File: src/rtl/stream_demux_pkg.sv
// ============================================================================
// Module : stream_demux_pkg
// Brief  : Route-select constants and steering helper shared by the demux.
// Rev    : 1.0  initial release
// ============================================================================
`default_nettype none

package stream_demux_pkg;

  localparam logic SEL_A = 1'b0;
  localparam logic SEL_B = 1'b1;

  // True when the effective select targets the given slot.
  function automatic logic sel_hit(input logic es, input logic slot_sel);
    return es == slot_sel;
  endfunction

endpackage

`default_nettype wire

File: src/rtl/stream_demux_hold_slot.sv
// ============================================================================
// Module : hold_slot
// Brief  : One-entry output holding register with valid/ready handshake.
// Rev    : 1.0  initial release
// ============================================================================
`default_nettype none

module hold_slot #(
  parameter int WIDTH = 1
) (
  input  logic             clk,
  input  logic             rst,
  input  logic             load,
  input  logic             drain,
  input  logic [WIDTH-1:0] d,
  output logic [WIDTH-1:0] q,
  output logic             valid,
  output logic             can_accept
);

  logic [WIDTH-1:0] data_d, data_q;
  logic             valid_d, valid_q;

  // A reload in the drain cycle wins over the clear, keeping the slot full.
  always_comb begin
    data_d  = data_q;
    valid_d = valid_q;
    if (valid_q && drain) valid_d = 1'b0;
    if (load) begin
      valid_d = 1'b1;
      data_d  = d;
    end
  end

  always_ff @(posedge clk) begin
    if (rst) begin
      data_q  <= '0;
      valid_q <= 1'b0;
    end else begin
      data_q  <= data_d;
      valid_q <= valid_d;
    end
  end

  assign q          = data_q;
  assign valid      = valid_q;
  assign can_accept = !valid_q || drain;

endmodule

`default_nettype wire

File: src/rtl/stream_demux.sv
// ============================================================================
// Module : stream_demux
// Brief  : Registered 1-to-2 stream demultiplexer with per-output holding slot.
//          Define STREAM_DEMUX_ALTERNATE_EN to route strictly A, B, A, B...
// Rev    : 1.0  initial release
// ============================================================================
`default_nettype none

module stream_demux
  import stream_demux_pkg::*;
#(
  parameter int WIDTH = 1
) (
  input  logic             clk,
  input  logic             rst,
  input  logic [WIDTH-1:0] in_data,
  input  logic             in_sel,
  input  logic             in_valid,
  output logic             in_ready,
  output logic [WIDTH-1:0] a_data,
  output logic             a_valid,
  input  logic             a_ready,
  output logic [WIDTH-1:0] b_data,
  output logic             b_valid,
  input  logic             b_ready
);

  logic es;
  logic a_can, b_can;
  logic a_load, b_load;
  logic xfer_in;

`ifdef STREAM_DEMUX_ALTERNATE_EN
  logic t_d, t_q;

  // The toggle only advances on an accepted word, so a stall holds the target.
  always_comb begin
    t_d = t_q;
    if (xfer_in) t_d = !t_q;
  end

  always_ff @(posedge clk) begin
    if (rst) t_q <= 1'b0;
    else     t_q <= t_d;
  end

  assign es = t_q;
  wire unused_in_sel = in_sel;
`else
  assign es = in_sel;
`endif

  assign in_ready = !rst && (sel_hit(es, SEL_B) ? b_can : a_can);
  assign xfer_in  = in_valid && in_ready;
  assign a_load   = xfer_in && sel_hit(es, SEL_A);
  assign b_load   = xfer_in && sel_hit(es, SEL_B);

  hold_slot #(.WIDTH(WIDTH)) u_slot_a (
    .clk        (clk),
    .rst        (rst),
    .load       (a_load),
    .drain      (a_ready),
    .d          (in_data),
    .q          (a_data),
    .valid      (a_valid),
    .can_accept (a_can)
  );

  hold_slot #(.WIDTH(WIDTH)) u_slot_b (
    .clk        (clk),
    .rst        (rst),
    .load       (b_load),
    .drain      (b_ready),
    .d          (in_data),
    .q          (b_data),
    .valid      (b_valid),
    .can_accept (b_can)
  );

endmodule

`default_nettype wire

File: config.mk
export PLATFORM = sky130hd
export DESIGN_NAME = stream_demux
export DESIGN_NICKNAME = d
export VERILOG_FILES = /design/src/rtl/stream_demux_pkg.sv /design/src/rtl/stream_demux_hold_slot.sv /design/src/rtl/stream_demux.sv
export SDC_FILE = /design/constraint.sdc
export NUM_CORES = 1
export LEC_CHECK = 0
export BUFFER_PORTS_ARGS = -buffer_cell sky130_fd_sc_hd__buf_2
export CORE_AREA = 2 2 39 41
export DETAILED_ROUTE_END_ITERATION = 16
export DIE_AREA = 0 0 41 43
export HOLD_SLACK_MARGIN = 0.1
export SLEW_MARGIN = 0
export SYNTH_ARGS = -nofsm -noshare
export SYNTH_HDL_FRONTEND = slang
export SYNTH_HIERARCHICAL = 1
export SYNTH_SLANG_ARGS = --single-unit
File: constraint.sdc
create_clock -name clk -period 1 [get_ports clk]
set_input_delay 0.15 -clock clk [delete_from_list [all_inputs] [get_ports clk]]
set_output_delay 0.15 -clock clk [all_outputs]
set_load 0.005 [all_outputs]
After elaboration in Yosys (flattened, before gate mapping)
Index checks and enable logic that the tools add are counted.
{ "word_totals": {"register_bits": 4, "in_bits": 7, "elab_cells": 23, "out_inout_bits": 5} }
{ "classes": {"muxes": 5, "reduce_logical": 13, "n_bitwise": 1} }
{ "op_table": {"columns": ["operator", "n"], "rows": [
  ["logical AND 1 bit", 6],
  ["two-way mux 1 bit", 5],
  ["nonzero test 2 bit", 2],
  ["zero test 1 bit", 3],
  ["logical OR 1 bit", 2],
  ["NOT 1 bit", 1]
]} }

Longest topological paths before layout
Gate-level depths: netlist of run 1.
{ "depth": {"ltp_word": 7, "depth_mapped": 5, "ltp_nobuf": 5} }

Cells and area by module
The synthesis of run 1 kept the hierarchy.
{ "modules_own_cells": {"columns": ["mod", "area_each_um2", "cells_each", "seq_area_each_um2", "instances"], "rows": [
  ["hold_slot", 80.1, 7, 40.0, 2],
  ["stream_demux", 47.5, 6, 0.0, 1]
]} }

Worst setup path after synthesis of run 1
OpenSTA, ideal clock, no wires.
{ "synth_timing": {"kind": "register to register", "start": "register u_slot_b.valid_q (netlist: u_slot_b/valid)", "end": "register u_slot_b.data_q (netlist: u_slot_b/q)", "synth_period_minus_slack_ns": 0.964, "n_path_buf": 0, "setup_time_ns": 0.114, "path_stages_with_launch": 6, "arrival_ns": 0.850, "path_slack_ns": 0.036, "required_time_ns": 0.886, "path_cell_list": "dfxtp_1 > nand2b_4 > nand2_1 > nor2_1 > mux2i_1 > nor2_1"} }
{ "synth_via": {"elab_chain_len": 6} }
{ "synth_lines": {"columns": ["item", "line_no", "rtl"], "rows": [
  ["start: declaration", "stream_demux_hold_slot.sv:22", "logic valid_d, valid_q;"],
  ["start signal: assignment", "stream_demux_hold_slot.sv:41", "valid_q <= valid_d;"],
  ["zero test 1 bit", "stream_demux_hold_slot.sv:47", "assign can_accept = !valid_q || drain;"],
  ["logical OR 1 bit", "stream_demux_hold_slot.sv:47", null],
  ["net b_can", "stream_demux.sv:29", "logic a_can, b_can;"],
  ["two-way mux 1 bit", "stream_demux.sv:53", "assign in_ready = !rst && (sel_hit(es, SEL_B) ? b_can : a_can);"],
  ["logical AND 1 bit", "stream_demux.sv:53", null],
  ["logical AND 1 bit", "stream_demux.sv:54", "assign xfer_in = in_valid && in_ready;"],
  ["logical AND 1 bit", "stream_demux.sv:56", "assign b_load = xfer_in && sel_hit(es, SEL_B);"],
  ["net b_load", "stream_demux.sv:30", "logic a_load, b_load;"],
  ["end signal: assignment", "stream_demux_hold_slot.sv:40", "data_q <= data_d;"],
  ["end: declaration", "stream_demux_hold_slot.sv:21", "logic [WIDTH-1:0] data_d, data_q;"]
]} }
The timed path passes the listed nets, and every way through them passes these cells.
A chain may end at the register's enable or synchronous reset.

Worst setup path in the final report of run 1
{ "layout_timing": {"start": "register u_slot_a.valid_q (netlist: u_slot_a/valid)", "end": "output in_ready"} }
{ "layout_via": {"elab_chain_len": 4} }
{ "layout_lines": {"columns": ["item", "line_no", "rtl"], "rows": [
  ["start: declaration", "stream_demux_hold_slot.sv:22", null],
  ["start signal: assignment", "stream_demux_hold_slot.sv:41", null],
  ["zero test 1 bit", "stream_demux_hold_slot.sv:47", null],
  ["logical OR 1 bit", "stream_demux_hold_slot.sv:47", null],
  ["net a_can", "stream_demux.sv:29", null],
  ["two-way mux 1 bit", "stream_demux.sv:53", null],
  ["logical AND 1 bit", "stream_demux.sv:53", null],
  ["end: declaration", "stream_demux.sv:19", "output logic in_ready,"]
]} }
The timed path passes the listed nets, and every way through them passes these cells.

==> reports/summary.txt, run 1 <==
Nets - 46
Layout cells sized above 1 - 73.0%
Antenna Cells - 0
Worst Path Required - 0.85 ns
Final cell count without fillers - 53
Largest net degree at the start of global routing - 6
Fin Hold WS - 0.185 ns
Reg2Reg Depth - 5
Clock-pin slew on the worst setup and hold paths - 0.04 ns
DP Area - 298 sq um
FF-to-FF End - u_slot_a/q
Violated checks - negative setup slack
Synth-to-Final Area Change - 62.7%
Design area - 338 sq um
Placement Setup Slack - 0.0228 ns
Die Wd - 41 microns
Total power - 0.440 mW
HP Class - in -> reg
Util after Layout - 24.4%
Cell Rows - 14
Commonest non-fill, non-tap cell in the layout - buf_2
CTS Buf Count - 3
Relative slew slack - 89.3%
Worst EP arrival - 0.91 ns
Netlist cell types - 7
CP Class - reg -> out
Worst setup margin - -0.0580 ns
H-Tree Depth - 1
Clock Tree Root - clkbuf_4
CTS Sinks - 4
DRC - 0
Final worst path period share - 106%
Yosys top cell area share - 38.6%
Synth warn - 6
CORE AREA - 1380 sq um
Synth area leaders - dfxtp_1, nand2b_4, a21oi_2
Via count - 182
CP max FO - 2
Wirelength per Cell - 7.83 microns
First-pass GRT wire length - 648 microns
Power Dens Cells - 1300 nW/um^2
Leak pwr - 0.166 nW
Max Root-Sink Buffers - 2
Worst Hold End - u_slot_a/q
Achievable clock frequency - 945 MHz
Die Ht - 43 microns
Fin. max-slew vios - 0
CTS tree - done
Actual slew at the worst max-slew pin - 0.159 ns
Maximum VDD drop - 0.459 mV
Syn Inst Count - 20
1st-iter DRT viols - 1
Post-synthesis net count - 27
Setup-failing EPs final - 1
Num ports - 12
RSZ-0062 raised after global routing - true
Synth Register Bits - 4
Commonest non-fill, non-tap cells in the layout - buf_2, nand2b_4, nor2_1
PortBufs - 11
Final Hold Fails - 0
Reg2reg start - u_slot_a/valid
Antenna-violating nets left - 0
Initial antenna violation count - 0
Vias in the first global route - 177
GRT overflow - 0
R2r setup slk - 0.04 ns
Synthesized area - 208 sq um
Max-cap viol count - 0
Placed insts - 49
Die ar. - 1760 sq um
Initial Util - 15.0%
Status - finished, violations left
Hold path startpoint - in_data
Post-synth top area cell - dfxtp_1
Mean Syn Cell Area - 10.4 sq um
TritonRoute pass-1 iters - 3
Clock Skew - 0.0000748 ns
Critical path startpoint category - register
Post-synthesis sequential area ratio - 38.6%
Via/cell ratio - 3.43
Setup TNS - -0.0580 ns
WHS Path Cells - 3
Drt total wl - 415 microns
Gr usage total - 6.02%
Crit end category - primary output
Post-layout min period - 1.06 ns
Clk_lat worst skew - 0.23 ns
Gpl congestion - 0.615
## cells in the mapped netlist
library cell  number
dfxtp_1            4
nand2b_4           4
nor2_1             4
a21oi_2            3
inv_1              2
mux2i_1            2
nand2_1            1
## metal layers
layer | share of wire, % | vias to the layer above | track usage, %
met4 | 0 | 0 | 6.00
met2 | 44 | 7 | 6.25
met3 | 12 | 0 | 3.14
met1 | 44 | 78 | 8.01
li1 | - | 97 | -
met5 | 0 | - | 0
## sequential cells by signal, indices dropped and copies added, names as in the netlist
name / count
u_slot_b/valid: 1
u_slot_b/q: 1
u_slot_a/q: 1
u_slot_a/valid: 1
## worst max-delay path, cell delays in order, from the launching register on
cell and delay, ns:
dfxtp_2 0.32, nand2b_4 0.07, nand2b_4 0.05, a21oi_2 0.11, buf_2 0.12
## repair_timing
action                                  CTS  global route
endpoints found under the setup margin    1             3
hold buffers                              0             0
setup buffers                             2             0
hold endpoints to repair                  0             0
resized for setup                         3             1
pin swaps                                 2             2
## where the power goes
| part | leakage, nW | internal (mW) | switching, mW | total [mW] |
|---|---|---|---|---|
| registers | 0.0334 | 0.167 | 0.00399 | 0.171 |
| logic | 0.119 | 0.0394 | 0.0278 | 0.0673 |
| clock network | 0.0138 | 0.134 | 0.0670 | 0.201 |
## area by class of cell
type,count,area [sq um]
repair buffers,14,77.6
flip-flops and latches,4,82.6
well taps,16,20.0
clock buffers,3,22.5
multi-input cells,14,128
inverters,2,7.51
fillers,154,1050
## kinds of logic after synthesis
group / after synthesis / share of synthesized area [%]
AND/OR/NAND/NOR: 9 / 35.5
multiplexers: 2 / 9.64
AO/OA/AOI/OAI: 3 / 12.7
flip-flops: 4 / 38.6
buffers and inverters: 2 / 3.62
## worst max path at each step
stage                         from    endpoint  slack [ns]  depth (start not counted)
finish              u_slot_a/valid    in_ready       -0.06                          4
global route        u_slot_a/valid    in_ready       -0.12                          4
CTS                 u_slot_a/valid    in_ready       -0.10                          4
detailed placement  u_slot_a/valid  u_slot_a/q        0.02                          5
global placement    u_slot_a/valid  u_slot_a/q        0.03                          5
floorplan           u_slot_b/valid  u_slot_b/q        0.04                          5
Note: power is estimated with default switching activity, not from simulation.
==> inputs of run 2 (changes only) <==
- ABC_AREA: unset -> 1
==> run 2 against run 1 <==
Net effect:
- the flow still finishes with violations (negative setup slack)
- combinational power shrank 12%
- cell count grew 15%
- via count up 24%
- fmax is 0.21% lower
- critical path type unchanged
==> reports/summary.txt, run 2 <==
Hold buffer count at cts - 0
Async SR Flop Fraction - 0%
CP bufs+invs - 1
Worst Hold End - u_slot_a/valid
Gr usage total - 6.83%
Max-cap viol count - 0
Worst Path Required - 0.85 ns
Initial antenna violation count - 0
Antenna-violating nets left - 0
Commonest non-fill, non-tap cells in the layout - buf_2, inv_1, nand2_1
Top cells by count, synth - nand2_1, inv_1, dfxtp_1
Layout cells sized above 1 - 68.9%
Worst Setup SP - u_slot_b/valid
Synth Register Bits - 4
Gpl congestion - 0.657
Leak pwr - 0.166 nW
Syn Inst Count - 27
Final worst path period share - 106%
Fin Hold WS - 0.162 ns
Setup-failing EPs final - 2
EDFF count, synth - 0
Clk_lat worst skew - 0.23 ns
Predominant post-synthesis flop cell - dfxtp_1
CTS Buf Count - 3
Clock-pin slew on the worst setup and hold paths - 0.04 ns
Util after Layout - 24.2%
Hold path startpoint - rst
CP peak stage delay - 0.31 ns
Post-synthesis net count - 34
Antenna Cells - 0
PortBufs - 11
Post-synth top area cell - dfxtp_1
Violated checks - negative setup slack
Crit end category - primary output
TritonRoute pass-1 iters - 2
Final Hold Fails - 0
Achievable clock frequency - 943 MHz
Fin. max-slew vios - 0
DP Area - 267 sq um
Worst setup margin - -0.0602 ns
Via/cell ratio - 3.70
FF-to-FF End - u_slot_a/valid
DP HPWL - 365 microns
Yosys top cell area share - 41.8%
Worst-path cell chain - nand2_2 -> nand2_2 -> a21oi_1 -> buf_2
Commonest non-fill, non-tap cell in the layout - buf_2
First-pass GRT wire length - 745 microns
Nets - 54
Largest net degree at the start of global routing - 7
Mean Syn Cell Area - 7.09 sq um
Synth-to-Final Area Change - 75.2%
GRT overflow - 0
RSZ-0062 raised after global routing - true
Power Dens Cells - 1280 nW/um^2
Reg2reg start - u_slot_a/valid
Clock Skew - 0.00126 ns
Post-layout min period - 1.06 ns
H-Tree Depth - 1
Die Wd - 41 microns
Cell Rows - 14
Total power - 0.429 mW
Design area - 335 sq um
Die ar. - 1760 sq um
Relative slew slack - 90.6%
HP Class - in -> reg
Most frequent cell after synthesis - nand2_1
Max Root-Sink Buffers - 2
Critical path startpoint category - register
Status - finished, violations left
CTS tree - done
CTS Sinks - 4
Via count - 226
Worst EP arrival - 0.91 ns
Post-synthesis sequential area ratio - 41.8%
Synthesized area - 191 sq um
Synth area leaders - dfxtp_1, nand2_1, inv_1
R2r setup slk - -0.04 ns
Slowest CP cell - dfxtp_2
CORE AREA - 1380 sq um
Drt total wl - 528 microns
CP max FO - 2
Num ports - 12
Setup TNS - -0.102 ns
Synth warn - 6
DRC - 0
Die Ht - 43 microns
WHS Path Cells - 2
Crit path max-delay family - flip-flops
Clock Tree Root - clkbuf_4
Actual slew at the worst max-slew pin - 0.141 ns
Reg2Reg Depth - 6
Wirelength per Cell - 8.66 microns
Maximum VDD drop - 0.367 mV
Netlist cell types - 8
Worst path depth - 4
1st-iter DRT viols - 2
CP Class - reg -> out
Vias in the first global route - 210
Most used cell, CP - nand2_2
Initial Util - 13.8%
[run 2: changes by cell type after synthesis]
cell      before  now
nand2b_4       4    0
nand2_2        0    2
nand2_1        1    7
nand3_2        0    1
a21oi_2        3    2
nor2_1         4    2
mux2i_1        2    0
inv_1          2    6
a21oi_1        0    3
[run 2: power by group]
group / total (mW) / switching (mW) / leakage, nW / internal [mW]
Sequential: 0.168 / 0.00256 / 0.0334 / 0.166
Combinational: 0.0595 / 0.0313 / 0.119 / 0.0282
Clock: 0.201 / 0.0663 / 0.0138 / 0.134
[run 2: repair_timing]
action | CTS | global route
setup buffers | 4 | 0
setup endpoints to repair | 3 | 5
pin swaps | 4 | 2
gates resized for setup | 4 | 4
[run 2: logic make-up after synthesis]
| kind of cell | synth area share (%) |
|---|---|
| DFF | 41.8 |
| buffers and inverters | 11.8 |
| and+or+nand+nor | 29.4 |
| AOI/OAI and AO/OA | 17.0 |
[run 2: metal layers]
layer | part of all wire (%) | up-vias | global-route usage, %
met3 | 9.8 | 0 | 4.19
met1 | 38 | 103 | 6.45
met5 | 0 | - | 0
met2 | 52 | 6 | 9.69
li1 | - | 117 | -
met4 | 0 | 0 | 6.00
[run 2: worst register-to-register path, stage by stage (launching register included)]
cell and delay [ns]:
dfxtp_2 0.32, nand2_2 0.06, buf_4 0.13, buf_4 0.12, buf_4 0.12, buf_4 0.12, a21oi_2 0.10
[run 2: through the flow]
step | setup slack, ns | cells
2_1_floorplan | 0.0613 | 27
3_3_place_gp | -0.00652 | 54
3_5_place_dp | -0.0112 | 54
4_1_cts | -0.0498 | 61
5_1_grt | -0.0904 | 61
6_report | -0.0602 | 61
[run 2: worst max path at each step]
stage | end | slack, ns
after global routing | u_slot_a/valid | -0.09
after detailed placement | u_slot_b/q | -0.01
after CTS | in_ready | -0.05
after floorplan | u_slot_b/q | 0.06
final | in_ready | -0.06
after global placement | u_slot_a/q | -0.007
[run 2: final cells by class]
type / count / area (sq um)
fill: 165 / 1050
multi-input combinational: 17 / 103
timing repair buffer: 15 / 85.1
sequential: 4 / 82.6
clock buffer: 3 / 22.5
inverter: 6 / 22.5
tap: 16 / 20.0
